[src/rtl/usb_rx_nrzi_unstuff.sv]
// Full-speed USB receive bit layer: SYNC hunt, NRZI decode, bit unstuffing, LSB-first bytes, EOP/error flags.
// All outputs registered one cycle after the deciding strobe; no backpressure, every rx_valid must be taken.
module usb_rx_nrzi_unstuff #(
    parameter int SYNC_MIN_TRANS = 3,
    parameter int EOP_SE0_MAX    = 3,
    parameter int IDLE_J_BITS    = 7
) (
    input  logic       clk,
    input  logic       rst,
    input  logic       sample_en,
    input  logic       dp,
    input  logic       dm,
    output logic       rx_active,
    output logic       rx_valid,
    output logic [7:0] rx_data,
    output logic       rx_eop,
    output logic       rx_eop_err,
    output logic       rx_stuff_err
);

    localparam logic [2:0] ST_IDLE = 3'd0;
    localparam logic [2:0] ST_SYNC = 3'd1;
    localparam logic [2:0] ST_DATA = 3'd2;
    localparam logic [2:0] ST_EOP  = 3'd3;
    localparam logic [2:0] ST_ERR  = 3'd4;

    localparam int ZW = $clog2(SYNC_MIN_TRANS + 1);
    localparam int SW = $clog2(EOP_SE0_MAX + 2);
    localparam int JW = $clog2(IDLE_J_BITS + 1);

    logic [2:0]    state;
    logic          prev_k;
    logic [ZW-1:0] zero_cnt;
    logic [2:0]    ones_cnt;
    logic [2:0]    bit_cnt;
    logic [SW-1:0] se0_cnt;
    logic [JW-1:0] j_cnt;
    logic          align_err;
    logic [6:0]    shift;

    logic is_j;
    logic is_k;
    logic is_se0;
    logic d;

    // SE1 (11) is not a valid differential state and falls into the SE0 bucket
    assign is_j   = dp & ~dm;
    assign is_k   = ~dp & dm;
    assign is_se0 = ~(is_j | is_k);
    assign d      = (is_k == prev_k);

    always_ff @(posedge clk) begin
        if (rst) begin
            state        <= ST_IDLE;
            prev_k       <= 1'b0;
            zero_cnt     <= '0;
            ones_cnt     <= '0;
            bit_cnt      <= '0;
            se0_cnt      <= '0;
            j_cnt        <= '0;
            align_err    <= 1'b0;
            shift        <= '0;
            rx_active    <= 1'b0;
            rx_valid     <= 1'b0;
            rx_data      <= 8'h00;
            rx_eop       <= 1'b0;
            rx_eop_err   <= 1'b0;
            rx_stuff_err <= 1'b0;
        end else begin
            rx_valid     <= 1'b0;
            rx_eop       <= 1'b0;
            rx_eop_err   <= 1'b0;
            rx_stuff_err <= 1'b0;
            if (sample_en) begin
                if (!is_se0) begin
                    prev_k <= is_k;
                end
                case (state)
                    ST_IDLE: begin
                        if (is_k) begin
                            state    <= ST_SYNC;
                            zero_cnt <= ZW'(1);
                        end
                    end
                    ST_SYNC: begin
                        if (is_se0) begin
                            state <= ST_IDLE;
                        end else if (!d) begin
                            if (zero_cnt != ZW'(SYNC_MIN_TRANS)) begin
                                zero_cnt <= zero_cnt + 1'b1;
                            end
                        end else if (zero_cnt >= ZW'(SYNC_MIN_TRANS)) begin
                            // The closing KK of SYNC is itself a decoded 1 for stuffing purposes
                            state     <= ST_DATA;
                            rx_active <= 1'b1;
                            ones_cnt  <= 3'd1;
                            bit_cnt   <= 3'd0;
                        end else begin
                            state <= ST_IDLE;
                        end
                    end
                    ST_DATA: begin
                        if (is_se0) begin
                            state     <= ST_EOP;
                            se0_cnt   <= SW'(1);
                            align_err <= (bit_cnt != 3'd0);
                        end else if (ones_cnt == 3'd6) begin
                            if (d) begin
                                rx_stuff_err <= 1'b1;
                                rx_active    <= 1'b0;
                                j_cnt        <= '0;
                                state        <= ST_ERR;
                            end else begin
                                ones_cnt <= 3'd0;
                            end
                        end else begin
                            ones_cnt <= d ? ones_cnt + 3'd1 : 3'd0;
                            if (bit_cnt == 3'd7) begin
                                rx_valid <= 1'b1;
                                rx_data  <= {d, shift};
                                bit_cnt  <= 3'd0;
                            end else begin
                                shift[bit_cnt] <= d;
                                bit_cnt        <= bit_cnt + 3'd1;
                            end
                        end
                    end
                    ST_EOP: begin
                        if (is_se0) begin
                            if (se0_cnt != SW'(EOP_SE0_MAX + 1)) begin
                                se0_cnt <= se0_cnt + 1'b1;
                            end
                        end else begin
                            rx_eop    <= 1'b1;
                            rx_active <= 1'b0;
                            if (is_j) begin
                                rx_eop_err <= align_err | (se0_cnt > SW'(EOP_SE0_MAX));
                                state      <= ST_IDLE;
                            end else begin
                                rx_eop_err <= 1'b1;
                                j_cnt      <= '0;
                                state      <= ST_ERR;
                            end
                        end
                    end
                    ST_ERR: begin
                        if (is_j) begin
                            if (j_cnt == JW'(IDLE_J_BITS - 1)) begin
                                j_cnt <= '0;
                                state <= ST_IDLE;
                            end else begin
                                j_cnt <= j_cnt + 1'b1;
                            end
                        end else begin
                            j_cnt <= '0;
                        end
                    end
                    default: state <= ST_IDLE;
                endcase
            end
        end
    end

endmodule

[config.mk]
export PLATFORM = sky130hd
export DESIGN_NAME = usb_rx_nrzi_unstuff
export DESIGN_NICKNAME = d
export VERILOG_FILES = /design/src/rtl/usb_rx_nrzi_unstuff.sv
export SDC_FILE = /design/constraint.sdc
export NUM_CORES = 1
export LEC_CHECK = 0
export CORE_MARGIN = 2
export CORE_UTILIZATION = 40
export CTS_CLUSTER_SIZE = 14
export DETAILED_ROUTE_END_ITERATION = 8
export HOLD_SLACK_MARGIN = 0.15
export MAX_ROUTING_LAYER = met4
export SLEW_MARGIN = 25
export SYNTH_ARGS = -nofsm -noshare
export SYNTH_HDL_FRONTEND = slang
export SYNTH_SLANG_ARGS = --single-unit
[constraint.sdc]
create_clock -name clk -period 2.3 [get_ports clk]
set_input_delay 0.345 -clock clk [delete_from_list [all_inputs] [get_ports clk]]
set_output_delay 0.345 -clock clk [all_outputs]
set_load 0.02 [all_outputs]
Word-level counts from Yosys, hierarchy flattened
Cells that the tools add are included.

operators by class
  add/sub/neg operators = 5
  bitwise operators = 12
  order comparisons = 4
  equality and inequality tests = 31
  multiplexer cells = 59
  reduce and logical (&&, ||, !) cells = 23

operators with widths
  kind                                                         count
  2-to-1 mux 3 bit                                             33
  inequality test 2 bit (second input constant)                18
  AND reduction 7 bit                                          3
  case mux 3 bit (2 select lines)                              3
  inequality test 3 bit (second input constant)                5
  case mux 3 bit (5 select lines)                              1
  AND reduction 5 bit                                          3
  adder 3 x 1 -> 3 bit (second input constant)                 4
  == test 3 bit (second input constant)                        4
  2-to-1 mux 1 bit                                             12
  2-to-1 mux 2 bit                                             5
  OR reduction 5 bit                                           2
  case mux 3 bit (3 select lines)                              1
  AND reduction 9 bit                                          1
  nonzero test 3 bit                                           3
  NOT 1 bit                                                    8
  AND reduction 8 bit                                          1
  bitwise mux 7 bit                                            1
  == test 3 x 2 -> 1 bit (second input constant)               2
  AND reduction 6 bit                                          1
  nonzero test 2 bit                                           3
  less-than comparator 3 x 4 -> 1 bit (second input constant)  1
  case mux 2 bit (2 select lines)                              1
  OR reduction 4 bit                                           1
  other kinds (15)                                             17

storage, ports and cells
  register bits after elaboration = 39
  bits of input ports = 5
  output and inout port bits = 13

Longest topological paths before layout
Gate-level depths: netlist (run 1).

  depth in word-level cells = 7
  gate-level depth with buffers = 9
  depth with buffers taken out = 7

Worst setup path before layout (run 1)
OpenSTA, ideal clock, no wires.

  path type = in2reg
  from = in dp
  to = reg ones_cnt[2]
  setup slack = 0.213 ns
  path buffers = 2
  arrival time = 1.966 ns
  cell stages on the path = 9
  library setup time = 0.121 ns
  required time = 2.179 ns
  cells stage by stage = inv_1 -> ha_1 -> buf_2 -> xnor2_1 -> buf_4 -> o211ai_1 -> a311oi_1 -> o41a_1 -> o21ai_0

on the way
  cells in the longest elaborated chain, start to end = 7
  elaborated cells on any way between the ends = 14

ends and longest elaborated chain
  item                             RTL line  text
  from (decl)                      11        input logic dp,
  NOT 1 bit *                      48        assign is_k = ~dp & dm;
  AND 1 bit *                      48
  via is_k                         42        logic is_k;
  == test 1 bit                    50        assign d = (is_k == prev_k);
  2-to-1 mux 3 bit                 117       ones_cnt <= d ? ones_cnt + 3'd1 : 3'd0;
  2-to-1 mux 3 bit                 107       end else if (ones_cnt == 3'd6) begin
  2-to-1 mux 3 bit                 103       if (is_se0) begin
  case mux 3 bit (2 select lines)  78        case (state)
  to (signal assigned)             117
  to (decl)                        34        logic [2:0] ones_cnt;

Mark *: on every way through the listed nets, which the timed path passes. The rest lies on a longest branch. The select of a mux whose other input is x is not followed.
A chain may end at the register's enable or synchronous reset.

Worst setup path in the final report (run 1)
  from = in dp
  to = reg shift[3]

on the way
  cells in the longest elaborated chain, start to end = 4
  elaborated cells on any way between the ends = 7

ends and longest elaborated chain
  item                                                                       RTL line  text
  NOT 1 bit                                                                  48
  AND 1 bit                                                                  48
  OR 1 bit / == test 1 bit (equally long branches)                           49, 50
  AND reduction 5 bit (no line) / bitwise mux 7 bit (equally long branches)  --
  to (signal assigned)                                                       62        shift <= '0;
  to (signal, indexed assignment)                                            123       shift[bit_cnt] <= d;
  to (decl)                                                                  39        logic [6:0] shift;

Several ways; a longest one is shown, not always the timed one.

==> results.json, run 1 <==
{
  "status": "completed",
  "grt_max_degree": 28,
  "gp_congestion": 0.902,
  "diodes": 0,
  "cp_max_fo": 8,
  "final_nets": 307,
  "ys_seq_area_share_pct": 36.9,
  "via_count": 1915,
  "cp_data_required_time_ps": 2480,
  "num_rows": 26,
  "fin_cells": 362,
  "ys_types": 55,
  "timing.final.max_slew_violations": 0,
  "period_minus_slack_ps": 2130,
  "period_share_pct": 92.6,
  "synth_fp_nets": 269,
  "numPortBuffers": 17,
  "powerDensity_mw_per_mm2": 565,
  "grt_pass1_wl_um": 8340,
  "drtAntennaViolNets": 0,
  "layout_commonest_cell": "dfxtp_1",
  "clkPwrFrac_pct": 45.3,
  "htreeDepth": 2,
  "drt_wl_total_um": 4840,
  "cp-start-kind": "primary input",
  "worstPathCellList": "clkdlybuf4s50_1 -> inv_1 -> ha_4 -> nand2b_1 -> or4_4 -> or3_1 -> nand3b_1 -> o21ai_1",
  "multi_input_area_mm2": 0.00124,
  "finalHoldViolations": 0,
  "syn_area_mm2": 0.00212,
  "layout-drive-gt1-share_pct": 15.1,
  "synth_cells": 253,
  "hold_buffers": 0,
  "die_h_um": 76.8,
  "fillCellCount": 487,
  "start_util_pct": 41.5,
  "cpPeakStageDelay_ps": 480,
  "ys_ff_latch": 39,
  "hold_path.class": "reg -> reg",
  "yosys_warnings": 0,
  "clock_skew_ps": 11.4,
  "synth_edf_count": 0,
  "io_pins": 18,
  "tightest_slew_ps": 427,
  "track_usage_pct": 18.0,
  "cap_violations": 0,
  "dieArea_mm2": 0.00589,
  "ir_drop_v": 0.000280,
  "final_cell_mix": "dfxtp_1 (39), nor2_1 (30), buf_4 (30)",
  "maxSlewHeadroom_pct": 71.5,
  "cts_buffers": 5,
  "worst_path_max_delay_cell": "clkdlybuf4s50_1",
  "leakage_nw": 1.03,
  "overflow": 0,
  "cts.sinks": 39,
  "drc": 0,
  "dp.cells": 353,
  "setup_tns_ps": 0,
  "cts_tree": "done",
  "cts_buffer_depth": 2,
  "first_global_vias": 1766,
  "crit_type": "in -> reg",
  "switching_share_pct": 22.2,
  "area_growth_syn_to_layout_pct": 27.0,
  "synth_ff_type": "dfxtp_1",
  "seq_power_share_pct": 45.2,
  "initialDrtViolationCount": 75,
  "antenna_found_initial": 0,
  "clk_pin_slew_ps": 80,
  "worstPathArrival_ps": 2310,
  "wl_per_cell_um": 13.4,
  "root_buffer": "clkbuf_8",
  "ys_async_sr_fraction_pct": 0,
  "drtPass1Iterations": 5,
  "rsz0062_at_grt": "no",
  "die_w_um": 76.8,
  "internal_power_w": 0.00118,
  "endpoint_kind": "flop",
  "fmax_mhz": 469,
  "hpwl_um": 3570,
  "seqCellArea_um2": 781,
  "switching_power_w": 0.000337,
  "vias_per_cell": 5.29,
  "core-area_mm2": 0.00511,
  "clk_latency_ps": 300,
  "setup_viol_count_final": 0,
  "syn_area_per_cell_um2": 8.37,
  "p_comb_share_pct": 9.6,
  "worst_hold_slack_ps": 482
}
-- power by group through the flow --
stage | clock network (W) | registers (W) | logic (W)
2_1_floorplan | 0 | 0.000698 | 0.0000768
3_3_place_gp | 0 | 0.000702 | 0.000137
3_5_place_dp | 0 | 0.000702 | 0.000138
4_1_cts | 0.000704 | 0.000686 | 0.000139
5_1_grt | 0.000729 | 0.000687 | 0.000161
6_report | 0.000688 | 0.000686 | 0.000145
-- cell usage after synthesis, drive strengths merged, types with 3 or more instances --
| master | count | share of area (%) |
|---|---|---|
| mux2i | 13 | 6.1 |
| nand2 | 14 | 2.5 |
| nor3 | 8 | 1.9 |
| nand3b | 4 | 1.4 |
| a31oi | 6 | 1.8 |
| dfxtp | 39 | 37 |
| or4 | 3 | 1.2 |
| clkbuf | 9 | 1.6 |
| nor4 | 6 | 1.8 |
| nor2b | 7 | 2.1 |
| o21ai | 10 | 2.4 |
| inv | 13 | 2.3 |
| nor2 | 30 | 5.3 |
| ha | 11 | 6.5 |
| nand3 | 10 | 2.4 |
| nand2b | 8 | 2.4 |
| a211oi | 4 | 1.4 |
| nor3b | 3 | 1.1 |
| a21oi | 11 | 2.6 |
| buf | 7 | 1.7 |
-- routing by layer --
layer,GRT usage [%],part of all wire (%)
met1,23.5,50
met2,27.7,45
met3,3.53,3.2
met4,6.55,1.3
met5,-,0
-- worst max-delay path: cells and delay by family --
family	cells	cell delay [ps]
adder cells (fa/ha/maj)	1	270
buffers and inverters	2	550
AND/OR/NAND/NOR	4	1090
AO/OA/AOI/OAI	1	60
-- area by class of cell --
| type | count | share of cell area [%] |
|---|---|---|
| Timing Repair Buffer | 47 | 14.7 |
| Tap cell | 70 | 3.26 |
| Inverter | 13 | 1.81 |
| Clock buffer | 6 | 2.70 |
| Clock inverter | 2 | 2.23 |
| Multi-Input combinational cell | 185 | 46.3 |
| Sequential cell | 39 | 29.0 |
-- through the flow --
stage               power (W)  setup slack, ps  cell area [um2]  util [%]
floorplan            0.000775              213             2120         -
global placement     0.000839             -285             2520      49.4
detailed placement   0.000840             -368             2520      49.4
CTS                   0.00153             32.8             2660      52.1
global route          0.00158             62.6             2690      52.6
finish                0.00152              170             2690      52.6
-- registers in the layout, indices dropped and copies added (netlist names) --
register / flops
align_err: 1
bit_cnt: 3
j_cnt: 3
ones_cnt: 3
prev_k: 1
rx_active: 1
rx_data: 8
rx_eop: 1
rx_eop_err: 1
rx_stuff_err: 1
rx_valid: 1
se0_cnt: 3
shift: 7
state: 3
zero_cnt: 2
-- cells by family after synthesis --
| logic type | after synthesis | synth area share (%) |
|---|---|---|
| AOI/OAI and AO/OA | 49 | 15.5 |
| adders and majority gates | 11 | 6.50 |
| and+or+nand+nor | 109 | 28.1 |
| muxes | 13 | 6.15 |
| buffers and inverters | 29 | 5.61 |
| DFF | 39 | 36.9 |
| xor gates and xnor gates | 3 | 1.24 |
-- final timing paths --
kind                                                 end  slack, ps  depth (start not counted)                     start
worst max-delay path               shift[3]$_SDFFE_PP0P_        170                          8                        dp
worst min register to register  zero_cnt[1]$_SDFFE_PP0P_        480                          2  zero_cnt[1]$_SDFFE_PP0P_
worst min-delay path            zero_cnt[1]$_SDFFE_PP0P_        480                          2  zero_cnt[1]$_SDFFE_PP0P_
worst max register to register     shift[3]$_SDFFE_PP0P_        190                          7  ones_cnt[0]$_SDFFE_PP0P_
-- what timing repair did --
| item | 4_1_cts | 5_1_grt |
|---|---|---|
| gates resized for setup | 1 | 3 |
| cloned | 0 | 0 |
| endpoints found under the setup margin | 2 | 9 |
| setup buffers | 0 | 1 |
| pin swaps | 0 | 2 |
Note: power is estimated with default switching activity, not from simulation.
==> run 2: changes to the inputs <==
--- a/config.mk
+++ b/config.mk
@@ -5,13 +5,12 @@
 export SDC_FILE = /design/constraint.sdc
 export NUM_CORES = 1
 export LEC_CHECK = 0
-export CORE_MARGIN = 2
+export CORE_MARGIN = 1
 export CORE_UTILIZATION = 40
 export CTS_CLUSTER_SIZE = 14
 export DETAILED_ROUTE_END_ITERATION = 8
 export HOLD_SLACK_MARGIN = 0.15
 export MAX_ROUTING_LAYER = met4
-export SLEW_MARGIN = 25
 export SYNTH_ARGS = -nofsm -noshare
 export SYNTH_HDL_FRONTEND = slang
 export SYNTH_SLANG_ARGS = --single-unit
==> constraint.sdc (replaced) <==
create_clock -name clk -period 2.05 [get_ports clk]
set_input_delay 0.3075 -clock clk [delete_from_list [all_inputs] [get_ports clk]]
set_output_delay 0.3075 -clock clk [all_outputs]
set_load 0.02 [all_outputs]
==> run 2 against run 1 <==
  * Flip-flop and latch count stayed put
  * Cell area increased by 1.2%
  * Total power down 3.6%
  * Sequential share of layout area decreased by 0.21 points
  * Via count fell by 0.73%
  * Clock skew fell by 6.2 ps
  * Utilization increased by 0.64 points
  * Sequential power increased by 12%
  * Critical path depth decreased by 1
  * Combinational power is 18% higher
  * Critical endpoint unchanged
  * Highest routed layer unchanged
==> results.json, run 2 (same netlist as run 1, synthesis figures left out) <==
{
  "switching_power_w": 0.000382,
  "vias_per_cell": 5.19,
  "cp_max_fo": 5,
  "switching_share_pct": 26.0,
  "cts_buffers": 5,
  "clk_pin_slew_ps": 80,
  "holdPathStages": 2,
  "num_rows": 26,
  "worstRegToRegCells": 7,
  "endpoint_kind": "flop",
  "dpl_worst_slack_ps": -565,
  "cts.sinks": 39,
  "io_pins": 18,
  "final_cell_mix": "dfxtp_1 (36), buf_4 (34), nor2_1 (30)",
  "worst_hold_slack_ps": 486,
  "layout-drive-gt1-share_pct": 19.6,
  "track_usage_pct": 20.0,
  "initialDrtViolationCount": 104,
  "via_count": 1901,
  "seq_power_share_pct": 52.6,
  "largest_reg_flops": 8,
  "drtPass1Iterations": 4,
  "cp_data_required_time_ps": 2240,
  "seqCellArea_um2": 785,
  "grt_pass1_wl_um": 8190,
  "antenna_found_initial": 0,
  "wl_per_cell_um": 13.6,
  "die_h_um": 74.8,
  "first_global_vias": 1747,
  "timing.final.max_slew_violations": 0,
  "final_nets": 311,
  "r2r_end": "shift[3]$_SDFFE_PP0P_",
  "drtAntennaViolNets": 0,
  "hold_start": "zero_cnt[1]$_SDFFE_PP0P_",
  "hold_path.class": "reg -> reg",
  "internal_power_w": 0.00108,
  "hold-path-endpoint": "zero_cnt[1]$_SDFFE_PP0P_",
  "postCtsSetupRepairBufs": 0,
  "root_buffer": "clkbuf_8",
  "layout_setup_ws_ps": 77.6,
  "drt_wl_total_um": 4990,
  "p_comb_share_pct": 11.7,
  "grt_max_degree": 24,
  "layout_commonest_cell": "dfxtp_1",
  "worstReg2RegStart": "ones_cnt[0]$_SDFFE_PP0P_",
  "clk_latency_ps": 300,
  "leakage_nw": 1.05,
  "drc": 0,
  "powerDensity_mw_per_mm2": 538,
  "reg_top3": "rx_data: 8 flops, shift: 7 flops",
  "worstPathArrival_ps": 2170,
  "gp_congestion": 0.848,
  "core-area_mm2": 0.00511,
  "fin_util_pct": 53.3,
  "die_w_um": 74.8,
  "htreeDepth": 2,
  "cp-start-kind": "flop",
  "fmax_mhz": 507,
  "period_minus_slack_ps": 1970,
  "largest_register": "rx_data",
  "maxSlewHeadroom_pct": 69.5,
  "fillCellCount": 482,
  "cap_violations": 0,
  "cts_buffer_depth": 2,
  "hpwl_um": 3590,
  "hold_buffers": 0,
  "status": "completed",
  "cts_tree": "done",
  "overflow": 0,
  "crit_type": "reg -> reg",
  "clock_skew_ps": 5.21,
  "numPortBuffers": 17,
  "multi_input_area_mm2": 0.00128,
  "rsz0062_at_grt": "no",
  "tightest_slew_ps": 458,
  "clkPwrFrac_pct": 35.8,
  "diodes": 0,
  "period_share_pct": 96.2,
  "ff2ff_setup_slack_ps": 80,
  "dieArea_mm2": 0.00559,
  "start_util_pct": 41.5,
  "setup_viol_count_final": 0,
  "finalHoldViolations": 0,
  "ir_drop_v": 0.000215,
  "area_growth_syn_to_layout_pct": 28.5
}
## run 2: cell types whose count changed in the layout (fill, tap and decap cells not counted), moves of 2 or more
| cell | before | now |
|---|---|---|
| nor3_1 | 8 | 6 |
| buf_4 | 30 | 34 |
| bufinv_16 | 2 | 0 |
| dlymetal6s2s_1 | 0 | 2 |
| clkdlybuf4s50_1 | 17 | 15 |
| dfxtp_1 | 39 | 36 |
| dfxtp_2 | 0 | 3 |
| nor3_2 | 0 | 2 |
## run 2: final cells by class
class / count / area share, %
clock inverter: 2 / 0.460
sequential: 39 / 28.8
clock buffer: 6 / 2.67
multi-input combinational: 185 / 47.2
inverter: 13 / 1.79
tap: 70 / 3.22
timing repair buffer: 51 / 15.8
## run 2: routing by layer
layer	GRT usage [%]	share of wire [%]
met3	3.21	3.4
met4	6.08	1.2
met1	26.4	51
met2	31.6	44
met5	-	0
## run 2: repair_timing
item,4_1_cts,5_1_grt
cloned,0,0
gates resized for setup,9,10
pin swaps,3,6
endpoints found under the setup margin,13,14
## run 2: worst max path at each step
| stage | from | depth (start not counted) | endpoint | slack (ps) |
|---|---|---|---|---|
| after detailed placement | dp | 8 | ones_cnt[2]$_SDFFE_PP0P_ | -560 |
| after global routing | ones_cnt[0]$_SDFFE_PP0P_ | 8 | state[1]$_SDFFE_PP0P_ | 8 |
| after CTS | dp | 8 | bit_cnt[1]$_SDFFE_PP0P_ | 0.7 |
| after global placement | dp | 8 | ones_cnt[2]$_SDFFE_PP0P_ | -500 |
| final | ones_cnt[0]$_SDFFE_PP0P_ | 7 | shift[3]$_SDFFE_PP0P_ | 80 |
| after floorplan | dp | 9 | ones_cnt[2]$_SDFFE_PP0P_ | 0.4 |
## run 2: critical path, cell delays in order (launching register included)
cell      delay (ps)
dfxtp_2          350
inv_1             50
ha_1             200
and2_2           240
or4_4            500
or3_4            390
nand3b_1          90
o21ai_1           60
## run 2: power by group through the flow
stage / combinational [W] / clock (W) / sequential, W
global placement: 0.000158 / 0 / 0.000787
CTS: 0.000170 / 0.000546 / 0.000770
detailed placement: 0.000159 / 0 / 0.000787
finish: 0.000171 / 0.000524 / 0.000770
global route: 0.000186 / 0.000578 / 0.000771
floorplan: 0.0000862 / 0 / 0.000783
## run 2: metrics by stage
stage	area, um2	TNS [ps]	total power (W)	std cells
after CTS	2700	0	0.00148	366
after global placement	2560	-9320	0.000945	358
after global routing	2720	0	0.00154	366
after detailed placement	2560	-10150	0.000946	358
after floorplan	2120	0	0.000869	253
final	2720	0	0.00147	366
